$ cat config.mk
export PLATFORM = sky130hd
export DESIGN_NAME = quadrature_decoder_array
export DESIGN_NICKNAME = d
export VERILOG_FILES = /design/src/rtl/quadrature_pkg.sv /design/src/rtl/quadrature_channel.sv /design/src/rtl/quadrature_decoder_array.sv
export SDC_FILE = /design/constraint.sdc
export NUM_CORES = 1
export LEC_CHECK = 0
export ABC_AREA = 1
export CORE_UTILIZATION = 40
export DETAILED_ROUTE_END_ITERATION = 6
export GPL_TIMING_DRIVEN = 0
export SLEW_MARGIN = 20
export SYNTH_ARGS = -nofsm -noshare
export SYNTH_HDL_FRONTEND = slang
export SYNTH_SLANG_ARGS = --single-unit
$ cat constraint.sdc
create_clock -name clk -period 3.6 [get_ports clk]
set_input_delay 0.72 -clock clk [delete_from_list [all_inputs] [get_ports clk]]
set_output_delay 0.72 -clock clk [all_outputs]
set_load 0.01 [all_outputs]
$ cat src/rtl/quadrature_pkg.sv
// quadrature_pkg: shared step encoding, counter widths and the {B,A} transition decoder
// for the quadrature decoder array.
package quadrature_pkg;

   localparam int ERROR_COUNT_WIDTH = 8;

   typedef enum logic [1:0] {
      STEP_NONE,
      STEP_INC,
      STEP_DEC,
      STEP_ERR
   } step_t;

   // Forward Gray order is 00 -> 01 -> 11 -> 10 -> 00; a two-bit change is illegal.
   function automatic step_t decodeTransition(input logic [1:0] prevBA, input logic [1:0] currBA);
      step_t result;
      result = STEP_NONE;
      case ({prevBA, currBA})
         4'b00_01, 4'b01_11, 4'b11_10, 4'b10_00: result = STEP_INC;
         4'b01_00, 4'b11_01, 4'b10_11, 4'b00_10: result = STEP_DEC;
         4'b00_11, 4'b11_00, 4'b01_10, 4'b10_01: result = STEP_ERR;
         default:                                result = STEP_NONE;
      endcase
      return result;
   endfunction

endpackage

$ cat src/rtl/quadrature_channel.sv
// quadrature_channel: one encoder channel -- synchronizer, majority filter, decoder,
// delta/error accumulators, position counter and index capture (QUADRATURE_INDEX_EN).
module quadrature_channel
   import quadrature_pkg::*;
#(
   parameter int DATA_WIDTH   = 16,
   parameter int FILTER_DEPTH = 3
) (
   input  logic                         i_clk,
   input  logic                         i_rstN,
   input  logic                         i_latch,
   input  logic                         i_encA,
   input  logic                         i_encB,
   input  logic                         i_encZ,
   output logic                         o_stepInc,
   output logic                         o_stepDec,
   output logic [DATA_WIDTH-1:0]        o_delta,
   output logic [ERROR_COUNT_WIDTH-1:0] o_errorCount,
   output logic [DATA_WIDTH-1:0]        o_position,
   output logic [DATA_WIDTH-1:0]        o_indexPosition,
   output logic                         o_indexFlag
);

`ifdef QUADRATURE_INDEX_EN
   localparam int NUM_LINES = 3;
`else
   localparam int NUM_LINES = 2;
`endif
   localparam int HIST_DEPTH    = FILTER_DEPTH - 1;
   localparam int WARMUP_CYCLES = 2 + FILTER_DEPTH;
   localparam int WARM_W        = $clog2(WARMUP_CYCLES + 1);

   localparam logic [WARM_W-1:0]            WARM_LAST = WARM_W'(WARMUP_CYCLES);
   localparam logic [WARM_W-1:0]            WARM_ONE  = WARM_W'(1);
   localparam logic [DATA_WIDTH-1:0]        ONE       = DATA_WIDTH'(1);
   localparam logic [DATA_WIDTH-1:0]        MINUS_ONE = '1;
   localparam logic [DATA_WIDTH-1:0]        SAT_MAX   = {1'b0, {(DATA_WIDTH-1){1'b1}}};
   localparam logic [DATA_WIDTH-1:0]        SAT_MIN   = {1'b1, {(DATA_WIDTH-1){1'b0}}};
   localparam logic [ERROR_COUNT_WIDTH-1:0] ERR_ONE   = ERROR_COUNT_WIDTH'(1);
   localparam logic [ERROR_COUNT_WIDTH-1:0] ERR_MAX   = '1;

   logic [NUM_LINES-1:0]                 w_raw;
   logic [NUM_LINES-1:0]                 r_sync1;
   logic [NUM_LINES-1:0]                 r_sync2;
   logic [NUM_LINES-1:0][HIST_DEPTH-1:0] r_hist;
   logic [NUM_LINES-1:0]                 w_filt;

   logic [WARM_W-1:0]            r_warmCount;
   logic                         w_warmDone;
   logic [1:0]                   r_prevBA;
   logic [1:0]                   w_currBA;
   step_t                        w_step;
   logic                         r_stepInc;
   logic                         r_stepDec;
   logic                         w_isInc;
   logic                         w_isDec;
   logic                         w_isErr;
   logic [DATA_WIDTH-1:0]        r_acc;
   logic [DATA_WIDTH-1:0]        w_accNext;
   logic [DATA_WIDTH-1:0]        r_delta;
   logic [DATA_WIDTH-1:0]        r_position;
   logic [DATA_WIDTH-1:0]        w_posNext;
   logic [ERROR_COUNT_WIDTH-1:0] r_errAcc;
   logic [ERROR_COUNT_WIDTH-1:0] w_errNext;
   logic [ERROR_COUNT_WIDTH-1:0] r_errCount;

   function automatic int countOnes(input logic [FILTER_DEPTH-1:0] window);
      int ones;
      ones = 0;
      for (int k = 0; k < FILTER_DEPTH; k++) ones += int'(window[k]);
      return ones;
   endfunction

`ifdef QUADRATURE_INDEX_EN
   assign w_raw = {i_encZ, i_encB, i_encA};
`else
   assign w_raw = {i_encB, i_encA};
`endif

   always_ff @(posedge i_clk or negedge i_rstN) begin
      if (!i_rstN) begin
         r_sync1 <= '0;
         r_sync2 <= '0;
         r_hist  <= '0;
      end else begin
         r_sync1 <= w_raw;
         r_sync2 <= r_sync1;
         for (int l = 0; l < NUM_LINES; l++)
            r_hist[l] <= {r_hist[l][HIST_DEPTH-2:0], r_sync2[l]};
      end
   end

   // The newest synchronized sample is part of the window, so the majority settles
   // FILTER_DEPTH/2 cycles after it first appears.
   always_comb begin
      w_filt = '0;
      for (int l = 0; l < NUM_LINES; l++)
         w_filt[l] = countOnes({r_hist[l], r_sync2[l]}) > FILTER_DEPTH / 2;
   end

   assign w_currBA   = w_filt[1:0];
   assign w_warmDone = (r_warmCount == WARM_LAST);
   assign w_step     = w_warmDone ? decodeTransition(r_prevBA, w_currBA) : STEP_NONE;

   always_ff @(posedge i_clk or negedge i_rstN) begin
      if (!i_rstN) begin
         r_warmCount <= '0;
         r_prevBA    <= '0;
         r_stepInc   <= 1'b0;
         r_stepDec   <= 1'b0;
      end else begin
         if (!w_warmDone) r_warmCount <= r_warmCount + WARM_ONE;
         r_prevBA  <= w_currBA;
         r_stepInc <= (w_step == STEP_INC) || (w_step == STEP_ERR);
         r_stepDec <= (w_step == STEP_DEC) || (w_step == STEP_ERR);
      end
   end

   assign w_isErr = r_stepInc & r_stepDec;
   assign w_isInc = r_stepInc & ~r_stepDec;
   assign w_isDec = r_stepDec & ~r_stepInc;

   // Counters consume the registered pulses; illegal transitions only touch the error count.
   always_comb begin
      w_accNext = r_acc;
      w_posNext = r_position;
      w_errNext = r_errAcc;
      if (w_isInc) begin
         w_posNext = r_position + ONE;
         if (r_acc != SAT_MAX) w_accNext = r_acc + ONE;
      end else if (w_isDec) begin
         w_posNext = r_position - ONE;
         if (r_acc != SAT_MIN) w_accNext = r_acc - ONE;
      end
      if (w_isErr && (r_errAcc != ERR_MAX)) w_errNext = r_errAcc + ERR_ONE;
   end

   always_ff @(posedge i_clk or negedge i_rstN) begin
      if (!i_rstN) begin
         r_position <= '0;
         r_acc      <= '0;
         r_delta    <= '0;
         r_errAcc   <= '0;
         r_errCount <= '0;
      end else begin
         r_position <= w_posNext;
         if (i_latch) begin
            r_delta    <= r_acc;
            r_errCount <= r_errAcc;
            r_acc      <= w_isInc ? ONE : (w_isDec ? MINUS_ONE : '0);
            r_errAcc   <= w_isErr ? ERR_ONE : '0;
         end else begin
            r_acc    <= w_accNext;
            r_errAcc <= w_errNext;
         end
      end
   end

`ifdef QUADRATURE_INDEX_EN
   logic                  r_prevZ;
   logic                  w_zRise;
   logic                  r_indexFlag;
   logic [DATA_WIDTH-1:0] r_indexPosition;

   assign w_zRise = w_warmDone & w_filt[2] & ~r_prevZ;

   // A Z edge wins over a same-cycle latch so the flag is never lost.
   always_ff @(posedge i_clk or negedge i_rstN) begin
      if (!i_rstN) begin
         r_prevZ         <= 1'b0;
         r_indexFlag     <= 1'b0;
         r_indexPosition <= '0;
      end else begin
         r_prevZ <= w_filt[2];
         if (w_zRise) begin
            r_indexPosition <= w_posNext;
            r_indexFlag     <= 1'b1;
         end else if (i_latch) begin
            r_indexFlag <= 1'b0;
         end
      end
   end

   assign o_indexPosition = r_indexPosition;
   assign o_indexFlag     = r_indexFlag;
`else
   logic w_unusedZ;
   assign w_unusedZ       = i_encZ;
   assign o_indexPosition = '0;
   assign o_indexFlag     = 1'b0;
`endif

   assign o_stepInc    = r_stepInc;
   assign o_stepDec    = r_stepDec;
   assign o_delta      = r_delta;
   assign o_errorCount = r_errCount;
   assign o_position   = r_position;

endmodule

$ cat src/rtl/quadrature_decoder_array.sv
// quadrature_decoder_array: CHANNELS independent quadrature decoders sharing one latch strobe.
// Index capture is built only when QUADRATURE_INDEX_EN is defined.
module quadrature_decoder_array
   import quadrature_pkg::*;
#(
   parameter int                  CHANNELS     = 4,
   parameter int                  DATA_WIDTH   = 16,
   parameter int                  FILTER_DEPTH = 3,
   parameter logic [CHANNELS-1:0] INVERSE_MASK = '0
) (
   input  logic                                  clk,
   input  logic                                  reset_n,
   input  logic                                  latch,
   input  logic [CHANNELS-1:0]                   enc_a,
   input  logic [CHANNELS-1:0]                   enc_b,
   input  logic [CHANNELS-1:0]                   enc_z,
   output logic [CHANNELS-1:0]                   step_inc,
   output logic [CHANNELS-1:0]                   step_dec,
   output logic [CHANNELS*DATA_WIDTH-1:0]        delta,
   output logic [CHANNELS*ERROR_COUNT_WIDTH-1:0] error_count,
   output logic                                  latch_valid,
   output logic [CHANNELS*DATA_WIDTH-1:0]        position,
   output logic [CHANNELS*DATA_WIDTH-1:0]        index_position,
   output logic [CHANNELS-1:0]                   index_flag
);

   logic r_latchValid;

   always_ff @(posedge clk or negedge reset_n) begin
      if (!reset_n) r_latchValid <= 1'b0;
      else          r_latchValid <= latch;
   end

   assign latch_valid = r_latchValid;

   for (genvar c = 0; c < CHANNELS; c++) begin : g_channel
      logic w_chanA;
      logic w_chanB;

      // Swapping A and B reverses the counting direction of a miswired encoder.
      assign w_chanA = INVERSE_MASK[c] ? enc_b[c] : enc_a[c];
      assign w_chanB = INVERSE_MASK[c] ? enc_a[c] : enc_b[c];

      quadrature_channel #(
         .DATA_WIDTH   (DATA_WIDTH),
         .FILTER_DEPTH (FILTER_DEPTH)
      ) u_channel (
         .i_clk           (clk),
         .i_rstN          (reset_n),
         .i_latch         (latch),
         .i_encA          (w_chanA),
         .i_encB          (w_chanB),
         .i_encZ          (enc_z[c]),
         .o_stepInc       (step_inc[c]),
         .o_stepDec       (step_dec[c]),
         .o_delta         (delta[c*DATA_WIDTH +: DATA_WIDTH]),
         .o_errorCount    (error_count[c*ERROR_COUNT_WIDTH +: ERROR_COUNT_WIDTH]),
         .o_position      (position[c*DATA_WIDTH +: DATA_WIDTH]),
         .o_indexPosition (index_position[c*DATA_WIDTH +: DATA_WIDTH]),
         .o_indexFlag     (index_flag[c])
      );
   end

endmodule

== After elaboration in Yosys (flattened, before gate mapping) ==
Memories as Yosys holds them, arrays and structs flattened.
Index checks and enable logic that the tools add are counted.
W data, S select, Z words.
Word-level totals
  input port bits: 15
  register bits after elaboration: 317
  output and inout port bits: 237
  memories: 4
  bits in read-only memories: 128
  word-level logic and storage cells: 241
Memory list
  (name not given): words 16, bits a word 2, read ports 1, clocked after memory_dff 0, write ports 0, line quadrature_pkg.sv:18  | case ({prevBA, currBA})
  (name not given): words 16, bits a word 2, read ports 1, clocked after memory_dff 0, write ports 0, line quadrature_pkg.sv:18
  (name not given): words 16, bits a word 2, read ports 1, clocked after memory_dff 0, write ports 0, line quadrature_pkg.sv:18
  (name not given): words 16, bits a word 2, read ports 1, clocked after memory_dff 0, write ports 0, line quadrature_pkg.sv:18
Operators by class
  bitwise logic cells: 20
  $lt $le $gt $ge: 8
  add/sub/neg operators: 40
  equality and inequality tests: 32
  reductions and logical operators: 32
  muxes and demuxes: 52
Operator list (count)
  $mux W16: 36
  $add A32 B2 Y32: 8
  $gt A32 B2 Y1 const B: 8
  $add A16 B1 Y16 const B: 8
  $sub A16 B1 Y16 const B: 8
  $mux W8: 8
  $ne A16 B15 Y1 const B: 4
  $ne A16 B16 Y1 const B: 4
  $add A8 B1 Y8 const B: 4
  $ne A8 B8 Y1 const B: 4
  $reduce_bool A3 Y1: 8
  $add A1 B1 Y2: 8
  $eq A2 B2 Y1 const B: 8
  $reduce_bool A2 Y1: 8
  $add A3 B1 Y3 const B: 4
  $and A1 B1 Y1: 12
  $eq A3 B3 Y1 const B: 4
  $ne A3 B3 Y1 const B: 4
  $reduce_and A3 Y1: 4
  $eq A2 B1 Y1 const B: 4
  $logic_or A1 B1 Y1: 8
  $mux W2: 4
  $not A1 Y1: 8
  $logic_and A1 B1 Y1: 4
  $mux W1: 4

== Longest topological paths before layout ==
Gate-level depths: netlist (run 1).
An unclocked memory read counts as a cell.
  depth in word-level cells: 7
  gate-level depth with buffers: 15
  gate-level depth less buffers: 15

== Hierarchy ==
Synthesis (run 1) repeated with hierarchy kept, for this count alone.
Unflattened totals
  cells, all modules: 2748
  area, all modules: 20419.6 um2
By module, submodules not included
  quadrature_channel at g_channel[2].u_channel: instances 1, area an instance 5138.7 um2, cells each 687, sequential area each 1976.9 um2
  quadrature_channel at g_channel[0].u_channel: instances 1, area an instance 5089.9 um2, cells each 685, sequential area each 1976.9 um2
  quadrature_channel at g_channel[1].u_channel: instances 1, area an instance 5088.6 um2, cells each 691, sequential area each 1976.9 um2
  quadrature_channel at g_channel[3].u_channel: instances 1, area an instance 5077.4 um2, cells each 684, sequential area each 1976.9 um2
  quadrature_decoder_array: instances 1, area an instance 25.0 um2, cells each 1, sequential area each 25.0 um2

== Worst setup path after synthesis (run 1) ==
No wires, ideal clock.
  kind: register to register
  start: register g_channel[1].u_channel.r_stepDec
  end: register g_channel[1].u_channel.r_position[6]
  setup slack: 1018 ps
  buffers on the path: 0
  setup time: 118 ps
  period minus slack after synthesis: 2582 ps
  required time: 3482 ps
  arrival time: 2464 ps
  cell stages (with the launch flop): 12
  cell sequence: dfrtp_1 > inv_1 > ha_1 > inv_1 > ha_1 > a21oi_1 > nand2_1 > nand2_1 > nand2_1 > or2_2 > nand3_1 > nand2_1
Between the ends
  cells in the longest elaborated chain, start to end: 3
  elaborated cells on any way between the ends: 5
  classes of those cells: 1 x mux; 3 x bitwise; 1 x reduce/logical
Ends and longest elaborated chain
  start: declaration: line quadrature_channel.sv:54  | logic r_stepDec;
  start signal: assignment: line quadrature_channel.sv:115  | r_stepDec <= (w_step == STEP_DEC) || (w_step == STEP_ERR);
  $not A1 Y1: line quadrature_channel.sv:120  | assign w_isInc = r_stepInc & ~r_stepDec;
  $and A1 B1 Y1: line quadrature_channel.sv:120
  $mux W16 / $reduce_bool A2 Y1 (equally long branches)
  end signal: assignment: line quadrature_channel.sv:146  | r_position <= w_posNext;
  end: declaration: line quadrature_channel.sv:61  | logic [DATA_WIDTH-1:0] r_position;
Parallel ways exist; a longest one is shown, timed or not.
A chain may end at the register's enable or synchronous reset.

== Worst setup path after layout (run 1) ==
  start: register g_channel[0].u_channel.r_stepDec
  end: register g_channel[0].u_channel.r_position[14]
Between the ends
  cells in the longest elaborated chain, start to end: 3
  elaborated cells on any way between the ends: 5
  classes of those cells: 1 x mux; 3 x bitwise; 1 x reduce/logical
Ends and longest elaborated chain (line)
  start: declaration: quadrature_channel.sv:54
  start signal: assignment: quadrature_channel.sv:115
  $not A1 Y1: quadrature_channel.sv:120
  $and A1 B1 Y1: quadrature_channel.sv:120
  $mux W16 / $reduce_bool A2 Y1 (equally long branches)
  end signal: assignment: quadrature_channel.sv:146
  end: declaration: quadrature_channel.sv:61
Parallel ways exist; a longest one is shown, timed or not.

==> results of run 1 <==
## area by class of cell
cell class	count	area share
multi-input combinational	2088	0.428
sequential	317	0.321
timing repair buffer	182	0.0761
inverter	345	0.0525
clock buffer	54	0.0459
buffer	130	0.0341
tap	672	0.0341
clock inverter	14	0.00765
## synthesized netlist by cell type, drive strengths merged
library cell  number  area share
conb               1     0.00018
fa                 8      0.0079
nor3              14      0.0037
or2               30      0.0092
inv              345       0.064
buf              107       0.037
o21bai             1     0.00037
o211ai             8      0.0029
nand4             25      0.0077
ha               153       0.094
clkbuf            23      0.0042
a21oi            209       0.051
nand2            924        0.17
and2              18      0.0055
a21boi             1     0.00037
xnor2             16      0.0069
a21o               4      0.0015
o22ai              1     0.00031
nor2             227       0.043
o21ai            131       0.032
o31ai              1     0.00037
o21a               2     0.00074
dfrtp            317        0.39
nand3            208       0.052
a311oi             2     0.00086
nand3b            18      0.0066
nor4               3     0.00092
a31oi              1     0.00031
xor2              14      0.0060
a221oi             1     0.00043
## power by group
part | switching [mW] | internal [mW] | total (mW) | leakage (nW)
logic | 7.29 | 5.06 | 12.3 | 8.27
clock network | 1.59 | 2.48 | 4.08 | 0.657
registers | 1.21 | 4.70 | 5.91 | 3.89
## path summary, 6_finish.rpt
check | from | slack, ns | end
worst max register to register | g_channel[0].u_channel.o_stepDec$_DFF_PN0_ | 0.62 | g_channel[0].u_channel.o_position[14]$_DFFE_PN0P_
max in group asynchronous | reset_n | 2.63 | g_channel[3].u_channel.o_errorCount[7]$_DFFE_PN0P_
worst min-delay path | reset_n | 0.12 | g_channel[3].u_channel.o_position[9]$_DFFE_PN0P_
worst max-delay path | g_channel[0].u_channel.o_stepDec$_DFF_PN0_ | 0.62 | g_channel[0].u_channel.o_position[14]$_DFFE_PN0P_
worst min register to register | g_channel[0].u_channel.r_sync1[0]$_DFF_PN0_ | 0.34 | g_channel[0].u_channel.r_sync2[0]$_DFF_PN0_
min in group clk | g_channel[0].u_channel.r_sync1[0]$_DFF_PN0_ | 0.34 | g_channel[0].u_channel.r_sync2[0]$_DFF_PN0_
## cells by family after synthesis
family | count (synthesis) | share of synthesized area
other | 1 | 0.000184
DFF | 317 | 0.389
and+or+nand+nor | 1467 | 0.299
buffers and inverters | 475 | 0.105
adders and majority gates | 161 | 0.102
xor gates and xnor gates | 30 | 0.0129
AOI/OAI and AO/OA | 362 | 0.0920
## routing by layer
metal  up-vias  part of all wire  global-route usage
met5         -                 0                   0
li1       9426                 -                   -
met3        79             0.045              0.0324
met4         0             0.025              0.0690
met1      8518              0.47               0.292
met2       329              0.46               0.351
## critical path: cells and delay by family (launching register included)
kind / cells / cell delay [ns]
buf+inv: 2 / 0.52
compound gates: 3 / 0.73
flops: 1 / 0.41
fa+ha+maj: 2 / 0.94
simple gates: 3 / 0.24
## metrics by stage
| stage | setup WS (ns) | total power, mW |
|---|---|---|
| 6_report | 0.615 | 22.3 |
| 5_1_grt | 0.422 | 24.6 |
| 4_1_cts | 0.294 | 22.5 |
| 3_5_place_dp | 0.322 | 18.2 |
| 3_3_place_gp | -12.52 | 18.0 |
| 2_1_floorplan | 1.02 | 14.3 |
## registers in the layout, indices dropped and copies added, names as in the netlist, 8 cells and up
register                          count
g_channel.u_channel.o_delta          64
g_channel.u_channel.o_errorCount     32
g_channel.u_channel.o_position       64
g_channel.u_channel.r_acc            64
g_channel.u_channel.r_errAcc         32
g_channel.u_channel.r_hist           16
g_channel.u_channel.r_prevBA          8
g_channel.u_channel.r_sync1           8
g_channel.u_channel.r_sync2           8
g_channel.u_channel.r_warmCount      12
==> impl_metrics.ini, run 1 <==
[sta]
skew_ns = 0.0270
drv_slew = 0
min_period_ns = 2.98
setup_viol = 0
setup_tns_ns = 0
post-route-period-util = 0.829
slew_headroom = 0.441
hold_viol_final = 0
fmax_mhz = 335
worst_slew_pin_slew_ns = 0.838
timing.hold.ws_ns = 0.116
rsz0062_at_grt = false

[cts]
root_buffer = clkbuf_16
clk_pin_slew_ns = 0.06
clock_path_buffers = 3
cts_sinks = 317
insertion_delay_ns = 0.57
cts_resized = 0
cts_setup_buffers = 0
cts_hold_buf = 0
htree_levels = 2
tritoncts = yes
cts_made_buffers = 39

[global_routing]
antenna_found_initial = 0
grt_pass1_wl_mm = 91.2
grt_util_all_layers = 0.215
grt_overflow = 0
grt_max_degree = 96
first_global_vias = 17600

[detailed_routing]
wl_per_cell_um = 14.6
drc = 0
antenna_left = 0
vias = 18400
wirelength_mm = 55.5
viasPerCell = 4.83
dr.pass1.iters = 7
drtIter0Drc = 1002

[critical_path]
crit_type = reg -> reg
ff2ff_path_depth = 10
endpoint_kind = flip-flop
crit_chain = inv_1, ha_1, inv_2, ha_1, a21oi_1, o21ai_0, a21oi_1, nand3b_1, nand3_1, nand2_1
slowest_delay_ns = 0.47
cp_max_fo = 32
crit_required_ns = 4.05
start_kind = flip-flop
cp_data_arrival_time_ns = 3.43
crit_slowest_cell = ha_1

[synthesis]
synth_cells = 2813
synth_cell_types = 42
ys_warn_count = 0
syn_avg_cell_area_um2 = 7.25
synth-seq-area-share = 0.389
syn_area_mm2 = 0.0204
yosys_register_bits = 317

[die]
row_count = 82
initial_core_util = 0.406
ioPinCount = 252
dieArea_mm2 = 0.0519
die_x_um = 228
coreArea_mm2 = 0.0503
die_h_um = 228

[cells_and_area]
design_area_mm2 = 0.0247
diodes = 0
final_common_cell = nand2_1
nNetsFinal = 3279
utilization = 0.491
final_cells = 3802
fillers = 5003
layout_common_cells = nand2_1, inv_1, dfrtp_1, nor2_1, a21oi_1
regArea_mm2 = 0.00793
synthToLayoutAreaGrowth_pct = 21.1
layout-drive-gt1-share = 0.0741
multi_input_area_mm2 = 0.0106

[placement]
port_buffers = 179
place_area_mm2 = 0.0234
place.detailed.hpwl_mm = 41.8
gp_congestion = 0.905
placed_cells = 3734

[pwr]
vdd.ir_drop.worst_mv = 0.368
leakagePower_nw = 12.8
cellPowerDensity_mw_per_mm2 = 905

[min_path]
min_path_type = in -> async

[outcome]
outcome = finished clean

[run]
max_cap_violations = 0
No activity file was read; power rests on OpenSTA's default activity.
==> inputs of run 2 (changes only) <==
==> constraint.sdc (replaced) <==
create_clock -name clk -period 2.8 [get_ports clk]
set_input_delay 0.56 -clock clk [delete_from_list [all_inputs] [get_ports clk]]
set_output_delay 0.56 -clock clk [all_outputs]
set_load 0.01 [all_outputs]
==> run 2 against run 1 <==
First-iteration DRC count down 1.1%; non-clock buffer count grew 6; maximum frequency grew 14%; die area did not move; sequential power rose by 29%; global-route usage up 0.073 points; clock skew about the same; clock-buffer cell count is the same; final cell count is 0.21% higher; worst setup slack got worse by 0.43 ns.
==> impl_metrics.ini, run 2 (same netlist as run 1, synthesis figures left out) <==
[cts]
root_buffer = clkbuf_16
cts_sinks = 317
htree_levels = 2
tritoncts = yes
clock_path_buffers = 3
cts_made_buffers = 39
insertion_delay_ns = 0.57
clk_pin_slew_ns = 0.06

[global_routing]
grt_util_all_layers = 0.216
antenna_found_initial = 0
grt_overflow = 0
grt_max_degree = 96
first_global_vias = 17700
grt_pass1_wl_mm = 91.5

[critical_path]
cp_max_fo = 32
crit_chain = inv_1, ha_2, inv_4, ha_1, a21oi_1, o21ai_0, a21oi_1, nand3b_1, nand3_1, nand2_1
endpoint_kind = flip-flop
rr_startpoint = g_channel[0].u_channel.o_stepDec$_DFF_PN0_
r2r_setup_slack_ns = 0.19
critPathBufInv = 2
crit_path_start = g_channel[0].u_channel.o_stepDec$_DFF_PN0_
crit_top_cell = a21oi_1
cp_top_family = adder cells
crit_slowest_cell = dfrtp_1
crit_required_ns = 3.25
crit_type = reg -> reg
cp_data_arrival_time_ns = 3.06
start_kind = flip-flop
slowest_delay_ns = 0.41

[sta]
setup_tns_ns = 0
worst_slew_pin_slew_ns = 0.830
setup_ws_ns = 0.187
drv_slew = 0
min_period_ns = 2.61
timing.hold.ws_ns = 0.341
slew_headroom = 0.447
hold_viol_final = 0
post-route-period-util = 0.933
setup_viol = 0
rsz0062_at_grt = false
fmax_mhz = 383
skew_ns = 0.0271

[placement]
place.detailed.hpwl_mm = 41.8
gp_congestion = 0.905
port_buffers = 179
dpl_worst_slack_ns = -0.478

[pwr]
leakagePower_nw = 12.8
report.power.total_mw = 28.8
cellPowerDensity_mw_per_mm2 = 1160
vdd.ir_drop.worst_mv = 0.474

[cells_and_area]
nNetsFinal = 3286
layout_common_cells = nand2_1, inv_1, dfrtp_1, nor2_1, a21oi_1
synthToLayoutAreaGrowth_pct = 21.5
layout-drive-gt1-share = 0.0771
final_common_cell = nand2_1

[die]
dieArea_mm2 = 0.0519
die_h_um = 228
initial_core_util = 0.406
row_count = 82
coreArea_mm2 = 0.0503
ioPinCount = 252
die_x_um = 228

[detailed_routing]
vias = 18400
viasPerCell = 4.83
antenna_left = 0
drtIter0Drc = 991
dr.pass1.iters = 5
wl_per_cell_um = 14.6
drc = 0
wirelength_mm = 55.7

[min_path]
hp-start = g_channel[0].u_channel.r_sync1[0]$_DFF_PN0_
min_path_type = reg -> reg

[run]
max_cap_violations = 0

[outcome]
outcome = finished clean
run 2: changes by cell type in the layout (fill, tap and decap cells not counted):
cell,delta
diode_2,+1
ha_4,+1
inv_6,+1
ha_2,+3
ha_1,-4
inv_4,+2
dlygate4sd3_1,+1
inv_2,-4
clkinvlp_4,+2
buf_4,+5
run 2: worst register-to-register path: cells and delay by family (launching register included):
family | cells | cell delay [ns]
buffers and inverters | 2 | 0.33
adders and majority gates | 2 | 0.77
and+or+nand+nor | 3 | 0.24
DFF | 1 | 0.41
AOI/OAI and AO/OA | 3 | 0.73
run 2: final cells by class:
class,instances,area [um^2]
clock buffer,54,1130
timing repair inverter,1,7.51
fill,5007,25500
buffer,130,841
sequential,317,7930
tap,672,841
inverter,345,1310
clock inverter,14,189
multi-input combinational,2088,10600
timing repair buffer,188,1930
antenna,1,2.50
run 2: stage by stage:
stage	utilization	cells	area [um^2]
global route	0.493	3809	24800
finish	0.493	3810	24800
detailed placement	0.465	3734	23400
floorplan	-	2880	20600
CTS	0.492	3809	24800
global placement	0.463	3731	23300
run 2: final timing paths:
check | to | cells past startpoint
max | g_channel[0].u_channel.o_position[14]$_DFFE_PN0P_ | 10
min | g_channel[0].u_channel.r_sync2[0]$_DFF_PN0_ | 0
max reg2reg | g_channel[0].u_channel.o_position[14]$_DFFE_PN0P_ | 10
min reg2reg | g_channel[0].u_channel.r_sync2[0]$_DFF_PN0_ | 0
max in group asynchronous | g_channel[2].u_channel.o_delta[0]$_DFFE_PN0P_ | 3
min in group asynchronous | g_channel[3].u_channel.o_position[9]$_DFFE_PN0P_ | 2
run 2: metal layers:
layer | vias to the layer above | track usage | part of all wire
met2 | 357 | 0.353 | 0.46
met3 | 79 | 0.0328 | 0.050
met1 | 8541 | 0.293 | 0.46
li1 | 9439 | - | -
met4 | 0 | 0.0684 | 0.025
met5 | - | 0 | 0
run 2: repair_timing:
item                                    4_1_cts  5_1_grt
endpoints found under the setup margin       68       64
cloned                                        1        0
hold buffers                                  1        0
setup buffers                                 5        0
hold endpoints to repair                     57        0
resized for setup                             6        5
run 2: report_power, final:
group          total (mW)  switching, mW  internal, mW  leakage (nW)
Clock                5.25           2.06          3.19         0.657
Sequential           7.61           1.56          6.04          3.89
Combinational        15.9           9.39          6.54          8.29
Total                28.8           13.0          15.8          12.8
